[config.mk]
export PLATFORM = sky130hd
export DESIGN_NAME = timer_tc_flat
export DESIGN_NICKNAME = d
export VERILOG_FILES = /design/src/rtl/timer_tc_pkg.sv /design/src/rtl/timer_tc_if.sv /design/src/rtl/timer_tc.sv /design/src/flat_wrapper.sv
export SDC_FILE = /design/constraint.sdc
export NUM_CORES = 1
export LEC_CHECK = 0
export CORE_ASPECT_RATIO = 0.8
export CORE_MARGIN = 4
export CORE_UTILIZATION = 52
export CTS_BUF_LIST = sky130_fd_sc_hd__clkbuf_8
export DETAILED_ROUTE_END_ITERATION = 10
export PLACE_DENSITY = 0.81
export SKIP_CTS_REPAIR_TIMING = 1
export SLEW_MARGIN = 20
export SYNTH_ARGS = -nofsm -noshare
export SYNTH_HDL_FRONTEND = slang
export SYNTH_SLANG_ARGS = --single-unit
[constraint.sdc]
create_clock -name clk -period 4.12 [get_ports clk]
set_input_delay 1.236 -clock clk [delete_from_list [all_inputs] [get_ports clk]]
set_output_delay 1.236 -clock clk [all_outputs]
set_load 0.01 [all_outputs]
[src/rtl/timer_tc_pkg.sv]
// Shared definitions for the countdown timer: CTRL bit positions, register
// word offsets, FSM state encoding and the timer's slot in the HWInt vector.
// Imported by the interface-facing timer block and by the system bridge.
package timer_tc_pkg;

    // CTRL register bit positions
    localparam int CTRL_EN      = 0;
    localparam int CTRL_MODE_LO = 1;
    localparam int CTRL_MODE_HI = 2;
    localparam int CTRL_IM      = 3;
    localparam int CTRL_W       = 4;

    // Register word offsets (addr[3:2]); byte offsets 0x0, 0x4, 0x8
    localparam logic [1:0] REG_CTRL   = 2'd0;
    localparam logic [1:0] REG_PRESET = 2'd1;
    localparam logic [1:0] REG_COUNT  = 2'd2;

    // Only 01 selects auto-reload; 00 and 1x both behave as one-shot
    localparam logic [1:0] MODE_AUTO = 2'b01;

    // Bit of the coprocessor-0 HWInt vector driven by this timer
    localparam int TIMER_IRQ_IDX = 2;

    typedef enum logic [1:0] {
        ST_IDLE = 2'd0,
        ST_LOAD = 2'd1,
        ST_CNT  = 2'd2,
        ST_INT  = 2'd3
    } state_t;

endpackage

[src/rtl/timer_tc_if.sv]
// Bridge-side bus for the timer: word address, write strobe/data, read data
// and the interrupt line. master = bridge/CPU side, slave = timer.
// Signals: addr[31:0], we, din[31:0] (to timer); dout[31:0], irq (from timer).
interface timer_tc_if;
    logic [31:0] addr;
    logic        we;
    logic [31:0] din;
    logic [31:0] dout;
    logic        irq;

    modport master (output addr, we, din, input dout, irq);
    modport slave  (input addr, we, din, output dout, irq);
endinterface

[src/rtl/timer_tc.sv]
// Memory-mapped countdown timer: CTRL/PRESET/COUNT registers, IDLE/LOAD/CNT/INT FSM, irq.
// Latency: EN written at edge t0 with PRESET=N>=1 -> irq high after edge t0+N+2; reads combinational.
// Backpressure: none; every bus access completes in the cycle it is presented.
// Ports: clk, reset (async active-high), bus (slave: addr, we, din in; dout, irq out).
module timer_tc
    import timer_tc_pkg::*;
#(
    parameter logic [31:0] BASE  = 32'h0000_7F00,
    parameter int          CNT_W = 32
) (
    input  logic       clk,
    input  logic       reset,
    timer_tc_if.slave  bus
);

    state_t              r_state;
    state_t              w_state_nxt;
    logic [CTRL_W-1:0]   r_ctrl;
    logic [CNT_W-1:0]    r_preset;
    logic [CNT_W-1:0]    r_count;
    logic [CNT_W-1:0]    w_count_nxt;
    logic                r_flag;
    logic                w_flag_nxt;
    logic                w_en_clr;

    logic                w_hit;
    logic                w_wr_ctrl;
    logic                w_wr_preset;
    logic                w_auto;
    logic [31:0]         w_rdata;
    logic                w_unused;

    // Byte lanes are not used: all accesses are whole words
    assign w_unused = &{1'b0, bus.addr[1:0]};

    // Window is 16 bytes but only the first three words are decoded
    assign w_hit       = (bus.addr[31:4] == BASE[31:4]) && (bus.addr[3:2] != 2'd3);
    assign w_wr_ctrl   = bus.we && w_hit && (bus.addr[3:2] == REG_CTRL);
    assign w_wr_preset = bus.we && w_hit && (bus.addr[3:2] == REG_PRESET);
    assign w_auto      = (r_ctrl[CTRL_MODE_HI:CTRL_MODE_LO] == MODE_AUTO);

    always_comb begin
        w_rdata = 32'd0;
        if (w_hit) begin
            case (bus.addr[3:2])
                REG_CTRL:   w_rdata = 32'(r_ctrl);
                REG_PRESET: w_rdata = 32'(r_preset);
                REG_COUNT:  w_rdata = 32'(r_count);
                default:    w_rdata = 32'd0;
            endcase
        end
    end

    assign bus.dout = w_rdata;
    assign bus.irq  = r_ctrl[CTRL_IM] & r_flag;

    // FSM sees the pre-write CTRL. A CTRL/PRESET write clears the flag,
    // but the CNT expiry below overrides it so a coincident set wins.
    always_comb begin
        w_state_nxt = r_state;
        w_count_nxt = r_count;
        w_flag_nxt  = (w_wr_ctrl || w_wr_preset) ? 1'b0 : r_flag;
        w_en_clr    = 1'b0;
        case (r_state)
            ST_IDLE: begin
                if (r_ctrl[CTRL_EN]) begin
                    w_state_nxt = ST_LOAD;
                end
            end
            ST_LOAD: begin
                w_count_nxt = r_preset;
                w_flag_nxt  = 1'b0;
                w_state_nxt = ST_CNT;
            end
            ST_CNT: begin
                if (!r_ctrl[CTRL_EN]) begin
                    w_state_nxt = ST_IDLE;
                end else if (r_count > CNT_W'(1)) begin
                    w_count_nxt = r_count - CNT_W'(1);
                end else begin
                    // Covers PRESET 0 and 1; COUNT never wraps
                    w_count_nxt = '0;
                    w_flag_nxt  = 1'b1;
                    w_state_nxt = ST_INT;
                end
            end
            ST_INT: begin
                if (w_auto) begin
                    // EN stays set, so IDLE immediately starts a reload
                    w_flag_nxt = 1'b0;
                end else begin
                    w_en_clr = 1'b1;
                end
                w_state_nxt = ST_IDLE;
            end
            default: w_state_nxt = ST_IDLE;
        endcase
    end

    always_ff @(posedge clk or posedge reset) begin
        if (reset) begin
            r_state  <= ST_IDLE;
            r_ctrl   <= '0;
            r_preset <= '0;
            r_count  <= '0;
            r_flag   <= 1'b0;
        end else begin
            r_state <= w_state_nxt;
            r_count <= w_count_nxt;
            r_flag  <= w_flag_nxt;
            // CPU write of CTRL takes priority over the one-shot EN clear
            if (w_wr_ctrl) begin
                r_ctrl <= bus.din[CTRL_W-1:0];
            end else if (w_en_clr) begin
                r_ctrl[CTRL_EN] <= 1'b0;
            end
            if (w_wr_preset) begin
                r_preset <= bus.din[CNT_W-1:0];
            end
        end
    end

endmodule

[src/flat_wrapper.sv]
// flat-port wrapper written by rule: the top's interface ports become plain ports
module timer_tc_flat import timer_tc_pkg::*;
#(
    parameter logic [31:0] BASE  = 32'h0000_7F00,
    parameter int          CNT_W = 32
)
  (clk, reset, bus_addr, bus_we, bus_din, bus_dout, bus_irq);
  timer_tc_if bus_i ();
  input  logic clk;
  input  logic reset;
  input wire logic [$bits(bus_i.addr)-1:0] bus_addr;
  input wire logic [$bits(bus_i.we)-1:0] bus_we;
  input wire logic [$bits(bus_i.din)-1:0] bus_din;
  output wire logic [$bits(bus_i.dout)-1:0] bus_dout;
  output wire logic [$bits(bus_i.irq)-1:0] bus_irq;
  assign bus_i.addr = bus_addr;
  assign bus_i.we = bus_we;
  assign bus_i.din = bus_din;
  assign bus_dout = bus_i.dout;
  assign bus_irq = bus_i.irq;
  timer_tc #(.BASE(BASE), .CNT_W(CNT_W)) u_core (.clk(clk), .reset(reset), .bus(bus_i));
endmodule
## After elaboration in Yosys (flattened, before gate mapping)

Index checks and enable logic that the tools add are counted.

- Register bits after elaboration: 71
- Bits of input ports: 67
- Output and inout bits: 33

- Reduce and logical (&&, ||, !) cells: 11
- Bitwise gates (word level): 1
- $lt $le $gt $ge: 1
- Muxes and demuxes: 18
- Equal/unequal tests: 11
- Add/sub/neg operators: 1

Operators with widths:

| kind | number |
|---|---|
| $mux 32 | 3 |
| $pmux 32 s3 | 1 |
| $pmux 32 s2 | 1 |
| $gt 32x1->1 const B | 1 |
| $sub 32x1->32 const B | 1 |
| $eq 28x11->1 const B | 1 |
| $mux 1 | 8 |
| $pmux 2 s4 | 1 |
| $eq 2x1->1 const B | 3 |
| $eq 2x2->1 const B | 3 |
| $mux 2 | 3 |
| $logic_and 1x1->1 | 4 |
| $logic_not 2->1 | 2 |
| $ne 2x1->1 const B | 2 |
| $reduce_and 2->1 | 2 |
| $reduce_bool 2->1 | 2 |
| $ne 3x3->1 const B | 1 |
| $pmux 1 s3 | 1 |
| $ne 2x2->1 const B | 1 |
| $and 1x1->1 | 1 |
| $logic_or 1x1->1 | 1 |

## Logic depth before layout (Yosys ltp)

Gate-level depths: netlist (run 1).

- Depth in word-level cells: 9
- Mapped depth: 9
- Mapped depth without buffers: 7

## Worst setup path after synthesis (run 1)

Ideal clock, no wire load.

- Path kind: input to output
- From: input bus_addr[2]
- To: output bus_dout[11]
- Cell stages on the path: 6
- Buffers on the path: 3
- Arrival time: 2.598 ns
- Data required time: 2.884 ns
- Slack: 0.286 ns
- Cells stage by stage: clkbuf_1 nor2b_1 clkbuf_1 clkbuf_1 a22oi_1 nor2_1

- Longest elaborated chain between the ends: 3
- Elaborated cells on any way between the ends: 7

Ends and longest elaborated chain:

| element | line | source |
|---|---|---|
| start, declared | flat_wrapper.sv:11 | `input wire logic [$bits(bus_i.addr)-1:0] bus_addr;` |
| $eq 2x2->1 (tied with other cells) | timer_tc.sv:45 | `case (bus.addr[3:2])` |
| $pmux 32 s3 or $logic_and 1x1->1 (tied branches) | timer_tc.sv:45, timer_tc.sv:37 |  |
| $mux 32 * | timer_tc.sv:44 | `if (w_hit) begin` |
| end, declared | flat_wrapper.sv:14 | `output wire logic [$bits(bus_i.dout)-1:0] bus_dout;` |

Mark *: on every way between the ends. The rest lies on a longest branch, timed or not.

## Worst setup path in the final report (run 1)

- From: input bus_addr[12]
- To: output bus_dout[22]

- Longest elaborated chain between the ends: 3

Ends and longest elaborated chain:

| element | line | source |
|---|---|---|
| $eq 28x11->1 | timer_tc.sv:37 | `assign w_hit = (bus.addr[31:4] == BASE[31:4]) && (bus.addr[3:2] != 2'd3);` |
| $logic_and 1x1->1 | timer_tc.sv:37 |  |
| $mux 32 | timer_tc.sv:44 |  |

No other way between the ends.

==> flow_summary_export.csv, run 1 <==
group,metric,value,unit
status,outcome,"finished with violations",
status,violations,"negative setup slack",
timing,worst_pin_slew,0.9065,ns
die,start_util,0.5452,
timing,hold_viol_final,0,
cts,clkTransAtPathRegs,0.07,ns
worst_setup_path,crit_fanout,9,
worst_setup_path,r2r_slack,1.00,ns
yosys,synth_flop_cell,"dfrtp_1",
yosys,synthTopCellsByArea,"dfrtp_1, mux2_2, a22oi_1",
worst_hold_path,min_from,"u_core.r_ctrl[3]",
yosys,seq_area_frac_synth,0.4327,
yosys,syn_avg_cell_area,9.375,µm²
run,max_cap_viol_count,0,
timing,fin_skew,0.007777,ns
timing,setup_slack,-0.06957,ns
worst_setup_path,crit_buf_inv,3,
detailed_routing,viasPerCell,6.364,
cts,cts_buffer_depth,2,
detailed_routing,vias,4054,
grt,grt_pass1_vias,3878,
cts,htreeDepth,3,
yosys,ys_ff_latch,71,
pwr,pwr_density_cell,248.2,nW/µm²
detailed_routing,drt.antenna.violating_nets,0,
cts,cts_tree,"yes",
worst_setup_path,r2r_start,"u_core.r_count[25]",
detailed_routing,routed.top_layer,"met4",
yosys,synth.top_cells.by_count,"dfrtp_1, nor2_1, a22oi_1, mux2_2, clkbuf_1",
worst_setup_path,cp.depth,6,
cts,cts_sinks,71,
die,die-area,9392,µm²
placement,hpwlAfterDp,8178,µm
timing,drv_slew,0,
final_layout,nets,597,
grt,grt.overflow.total,0,
yosys,ys_types,52,
final_layout,instances_no_fill,637,
detailed_routing,totalWireLength,13010,µm
timing,maxSlewHeadroom,0.3872,
worst_hold_path,whs_path_depth,1,
pwr,leakagePower,2.707,nW
worst_setup_path,cp_slowest_cell,"or4_4",
worst_setup_path,worstSetupPathType,"primary input to output port",
worst_setup_path,cp-end-kind,"output port",
placement,dp_cells,617,
timing,fmax,238.7,MHz
grt,grt_pass1_wl,19450,µm
detailed_routing,wl_met1,5327,µm
final_layout,drive_gt1_frac,0.2538,
pwr,p_total,0.001398,W
cts,cts_root_buf,"clkbuf_8",
die,fp.coreArea,7532,µm²
timing,period_needed,4.190,ns
final_layout,fillers,550,
yosys,netlist_instances,438,
grt,grt_max_degree,42,
grt,antenna_found_initial,0,
detailed_routing,met2_length,5947,µm
yosys,synth_top_cell_by_area,"dfrtp_1",
cts,cts_buffers,9,
timing,rsz0062_at_grt,"true",
placement,port_buffers,97,
worst_hold_path,worstHoldEndpoint,"u_core.r_ctrl[3]",
timing,setup_viol_count_final,25,
detailed_routing,drt-wirelength-per-cell,20.43,µm
yosys,async_flop_share,1.000,
worst_setup_path,cp_top_family,"simple AND/OR/NAND/NOR gates",
pwr,peakVddDrop,165.1,µV
final_layout,n_antenna_cell,0,
worst_setup_path,max_stage_delay,0.65,ns
timing,period_share,1.017,
grt,track_usage,0.2580,
worst_setup_path,reg2reg_depth,6,
placement,gp_congestion,0.8801,
yosys,ys_warn_count,0,
die,pin_count,100,
yosys,synth_area,4106,µm²
final_layout,synthToLayoutAreaGrowth,37.14,%
yosys,synth_top_area_frac,0.4327,
detailed_routing,dr_wl_met3,1626,µm
yosys,synth.most_common_cell,"dfrtp_1",
yosys,syn-num-nets,507,
worst_setup_path,crit_chain,"clkdlybuf4s50_1 > nand4b_1 > or4_4 > clkbuf_16 > nor2_1 > buf_2",
die,row_count,28,
die,die_x,107.4,µm
detailed_routing,drc,0,
detailed_routing,dr.pass1.iters,8,
worst_setup_path,cp-start-kind,"primary input",
detailed_routing,first_iter_violations,434,
die,chipHeight,87.49,µm
yosys,synth_edf_count,0,
worst_setup_path,critPathRequiredTime,2.88,ns
worst_setup_path,worstPathArrival,2.95,ns
worst_setup_path,r2r-end,"u_core.r_count[9]",
worst_hold_path,hp-class,"register to register",
cts,clk_latency,0.35,ns
-- stage by stage --
stage          setup WS, ns  area (µm²)  setup TNS [ns]  hold slack (ns)  utilization
5_1_grt             -0.1362        5632          -3.240           0.5647       0.7477
6_report           -0.06957        5632         -0.7585           0.5326       0.7477
3_3_place_gp        -0.5342        5234          -16.83           0.5097       0.6949
4_1_cts             -0.6486        5445          -18.89           0.5376       0.7229
2_1_floorplan        0.2862        4106               0           0.4806            -
3_5_place_dp        -0.6254        5234          -18.36           0.5161       0.6949
-- layout make-up --
cell class              count  area, µm²  area share
clock buffers              10      137.6     0.02444
well taps                 105      131.4     0.02333
inverters                  16      60.06     0.01066
flip-flops and latches     71       1777      0.3155
clock inverters             5      73.82     0.01311
repair buffers            120       1206      0.2142
multi-input cells         310       2246      0.3988
-- routing by layer --
metal,vias up,global-route usage
li1,1834,-
met1,1940,0.3560
met2,262,0.4128
met3,18,0.06672
met4,0,0.05734
met5,-,0
-- worst register-to-register path, delay by kind of cell (launching register included) --
family,cells,cell delay [ns]
AOI/OAI and AO/OA,3,0.86
and+or+nand+nor,2,1.42
DFF,1,0.42
buffers and inverters,1,0.32
-- power breakdown --
group / total (W) / internal, W / switching, W / leakage [nW]
Sequential: 0.000697 / 0.000697 / 0.0000000000366 / 0.987
Combinational: 0.0000988 / 0.0000586 / 0.0000402 / 1.61
Clock: 0.000602 / 0.000350 / 0.000252 / 0.113
Total: 0.00140 / 0.00111 / 0.000292 / 2.71
-- worst max-delay path by stage --
stage / start / to / slack [ns]
detailed placement: bus_addr[16] / bus_dout[11] / -0.63
finish: bus_addr[12] / bus_dout[22] / -0.07
CTS: bus_addr[16] / bus_dout[11] / -0.65
floorplan: bus_addr[2] / bus_dout[11] / 0.29
global route: bus_addr[27] / bus_dout[22] / -0.14
global placement: bus_addr[26] / bus_dout[6] / -0.53
-- kinds of logic after synthesis --
logic type / Yosys count / synth area share
AOI/OAI and AO/OA: 115 / 0.2014
adders and majority gates: 2 / 0.006093
buffers and inverters: 57 / 0.05454
DFF: 71 / 0.4327
muxes: 41 / 0.1109
and+or+nand+nor: 152 / 0.1944
-- sequential cells by signal (all words and copies together) (netlist names) --
register	count
u_core.r_preset	32
u_core.r_count	32
u_core.r_state	2
u_core.r_flag	1
u_core.r_ctrl	4
-- layout by cell type (no fill, tap or decap), types with 8 or more instances in the layout --
cell / netlist / final
a21oi_1: 13 / 13
a221o_1: 10 / 10
a22oi_1: 36 / 36
buf_2: 5 / 19
buf_4: 1 / 16
buf_6: 0 / 8
clkbuf_8: 0 / 10
clkdlybuf4s50_1: 0 / 37
dfrtp_1: 71 / 71
dlymetal6s2s_1: 0 / 30
inv_1: 16 / 16
mux2_2: 36 / 36
nand2_1: 19 / 19
nand3_1: 9 / 9
nor2_1: 49 / 30
nor2_2: 0 / 9
nor2_4: 0 / 10
nor3_1: 16 / 16
nor4_1: 19 / 15
o21ai_0: 12 / 12
No activity file was read; power rests on OpenSTA's default activity.
==> inputs of run 2 (changes only) <==
Settings changed: CORE_UTILIZATION 52 to 45, CTS_BUF_LIST sky130_fd_sc_hd__clkbuf_8 to sky130_fd_sc_hd__clkbuf_16, GPL_TIMING_DRIVEN set to 1, PLACE_DENSITY 0.81 to 0.75.
Clock period 4.12 ns to 3.8 ns, I/O delays scaled along.
==> flow_summary_export.csv, run 2 (synthesis results as in run 1) <==
group,metric,value,unit
status,outcome,"finished with violations",
status,violations,"negative setup slack",
timing,maxSlewHeadroom,0.3279,
grt,grt_pass1_vias,3988,
cts,cts_sinks,71,
timing,setup_slack,-0.1146,ns
final_layout,nets,597,
worst_setup_path,critPathRequiredTime,2.66,ns
cts,cts_tree,"yes",
timing,period_needed,3.915,ns
final_layout,n_antenna_cell,0,
worst_setup_path,crit_fanout,9,
detailed_routing,first_iter_violations,335,
detailed_routing,drc,0,
worst_setup_path,reg2reg_depth,6,
detailed_routing,drt-wirelength-per-cell,19.76,µm
final_layout,drive_gt1_frac,0.2833,
detailed_routing,vias,4063,
final_layout,synthToLayoutAreaGrowth,40.28,%
worst_setup_path,max_stage_delay,0.61,ns
worst_hold_path,whs_path_depth,1,
final_layout,reg_top3,"u_core.r_count x32, u_core.r_preset x32, u_core.r_ctrl x4",
placement,hpwlAfterDp,8316,µm
final_layout,final_common_cell,"dfrtp_1",
run,max_cap_viol_count,0,
die,die-area,10730,µm²
worst_setup_path,worstPathArrival,2.77,ns
grt,antenna_found_initial,0,
final_layout,instances_no_fill,645,
placement,dp_cells,625,
timing,drv_slew,0,
placement,gp_congestion,0.9248,
worst_hold_path,hp-class,"register to register",
detailed_routing,drt.antenna.violating_nets,0,
grt,track_usage,0.2285,
die,fp.coreArea,8671,µm²
cts,clkTransAtPathRegs,0.06,ns
die,start_util,0.4736,
cts,cts_root_buf,"clkbuf_16",
detailed_routing,totalWireLength,12740,µm
die,die_x,114.8,µm
grt,grt_pass1_wl,19800,µm
pwr,leakagePower,2.698,nW
worst_setup_path,cp_slowest_cell,"or4_4",
placement,pre_cts_ws,-0.7679,ns
final_layout,final_cell_mix,"dfrtp_1, mux2_2, a22oi_1",
cts,clk_latency,0.33,ns
worst_setup_path,cp-end-kind,"output port",
timing,setup_viol_count_final,32,
pwr,pwr_density_cell,338.6,nW/µm²
cts,cts_buffer_depth,2,
cts,htreeDepth,3,
detailed_routing,viasPerCell,6.299,
grt,grt_max_degree,42,
die,pin_count,100,
worst_setup_path,crit_chain,"dlymetal6s2s_1 > nor4_2 > nand2_1 > or4_4 > buf_12 > nor2_1 > buf_2",
timing,tns,-2.588,ns
detailed_routing,dr.pass1.iters,5,
die,chipHeight,93.44,µm
timing,worst_pin_slew,1.005,ns
worst_setup_path,worstSetupPathType,"primary input to output port",
pwr,peakVddDrop,199.3,µV
die,row_count,30,
pwr,p_total,0.001950,W
worst_setup_path,cp-start-kind,"primary input",
timing,fin_skew,0.003891,ns
grt,grt.overflow.total,0,
placement,port_buffers,97,
timing,hold_viol_final,0,
cts,cts_buffers,9,
timing,period_share,1.030,
timing,rsz0062_at_grt,"true",
timing,fmax,255.5,MHz
==> run 2: cell count changes in the layout (fill, tap and decap cells not counted), moves of 2 or more <==
cell	before	now
nor2_4	10	7
bufinv_16	2	5
dlymetal6s2s_1	30	22
nor2_1	30	26
clkdlybuf4s50_1	37	35
clkbuf_2	4	9
buf_2	19	24
nor2_2	9	16
nor4_4	0	2
clkbuf_8	10	0
clkbuf_16	3	11
==> run 2: final timing paths <==
path,endpoint,slack (ns),from
max in group asynchronous,u_core.r_preset[2],1.88,reset
worst max-delay path,bus_dout[22],-0.11,bus_addr[5]
min in group asynchronous,u_core.r_count[8],1.25,reset
worst max register to register,u_core.r_count[5],0.57,u_core.r_count[25]
worst min register to register,u_core.r_count[9],0.54,u_core.r_count[9]
worst min-delay path,u_core.r_count[9],0.54,u_core.r_count[9]
==> run 2: worst max-delay path, delay by kind of cell <==
kind | cells | cell delay (ns)
AND/OR/NAND/NOR | 4 | 1.15
buffers and inverters | 3 | 0.47
==> run 2: report_power, final <==
part	switching, W	internal, W	total (W)	leakage (nW)
logic	0.0000456	0.0000614	0.000107	1.52
registers	0.0000000000379	0.000756	0.000756	0.987
clock network	0.000317	0.000770	0.00109	0.187
total	0.000362	0.00159	0.00195	2.70
==> run 2: per-layer routing <==
layer  wire length, µm  global-route usage  vias to the layer above
li1                  -                   -                     1842
met1              5528              0.3192                     1993
met2              5882              0.3595                      213
met3              1187             0.05498                       15
met4               143             0.05376                        0
met5                 0                   0                        -
==> run 2: per-stage QoR <==
step                        util  hold slack (ns)  cell area, µm²
after CTS                 0.6483           0.5357            5622
after global placement    0.6040           0.5116            5238
after global routing      0.6644           0.5564            5761
final                     0.6644           0.5350            5761
after floorplan                -           0.4806            4106
after detailed placement  0.6040           0.5112            5238
==> run 2: layout make-up <==
type	instances	area, µm²
timing repair buffer	120	1135
inverter	16	60.06
clock buffer	9	225.2
sequential	71	1777
clock inverter	7	158.9
tap	112	140.1
multi-input combinational	310	2265
fill	683	2910
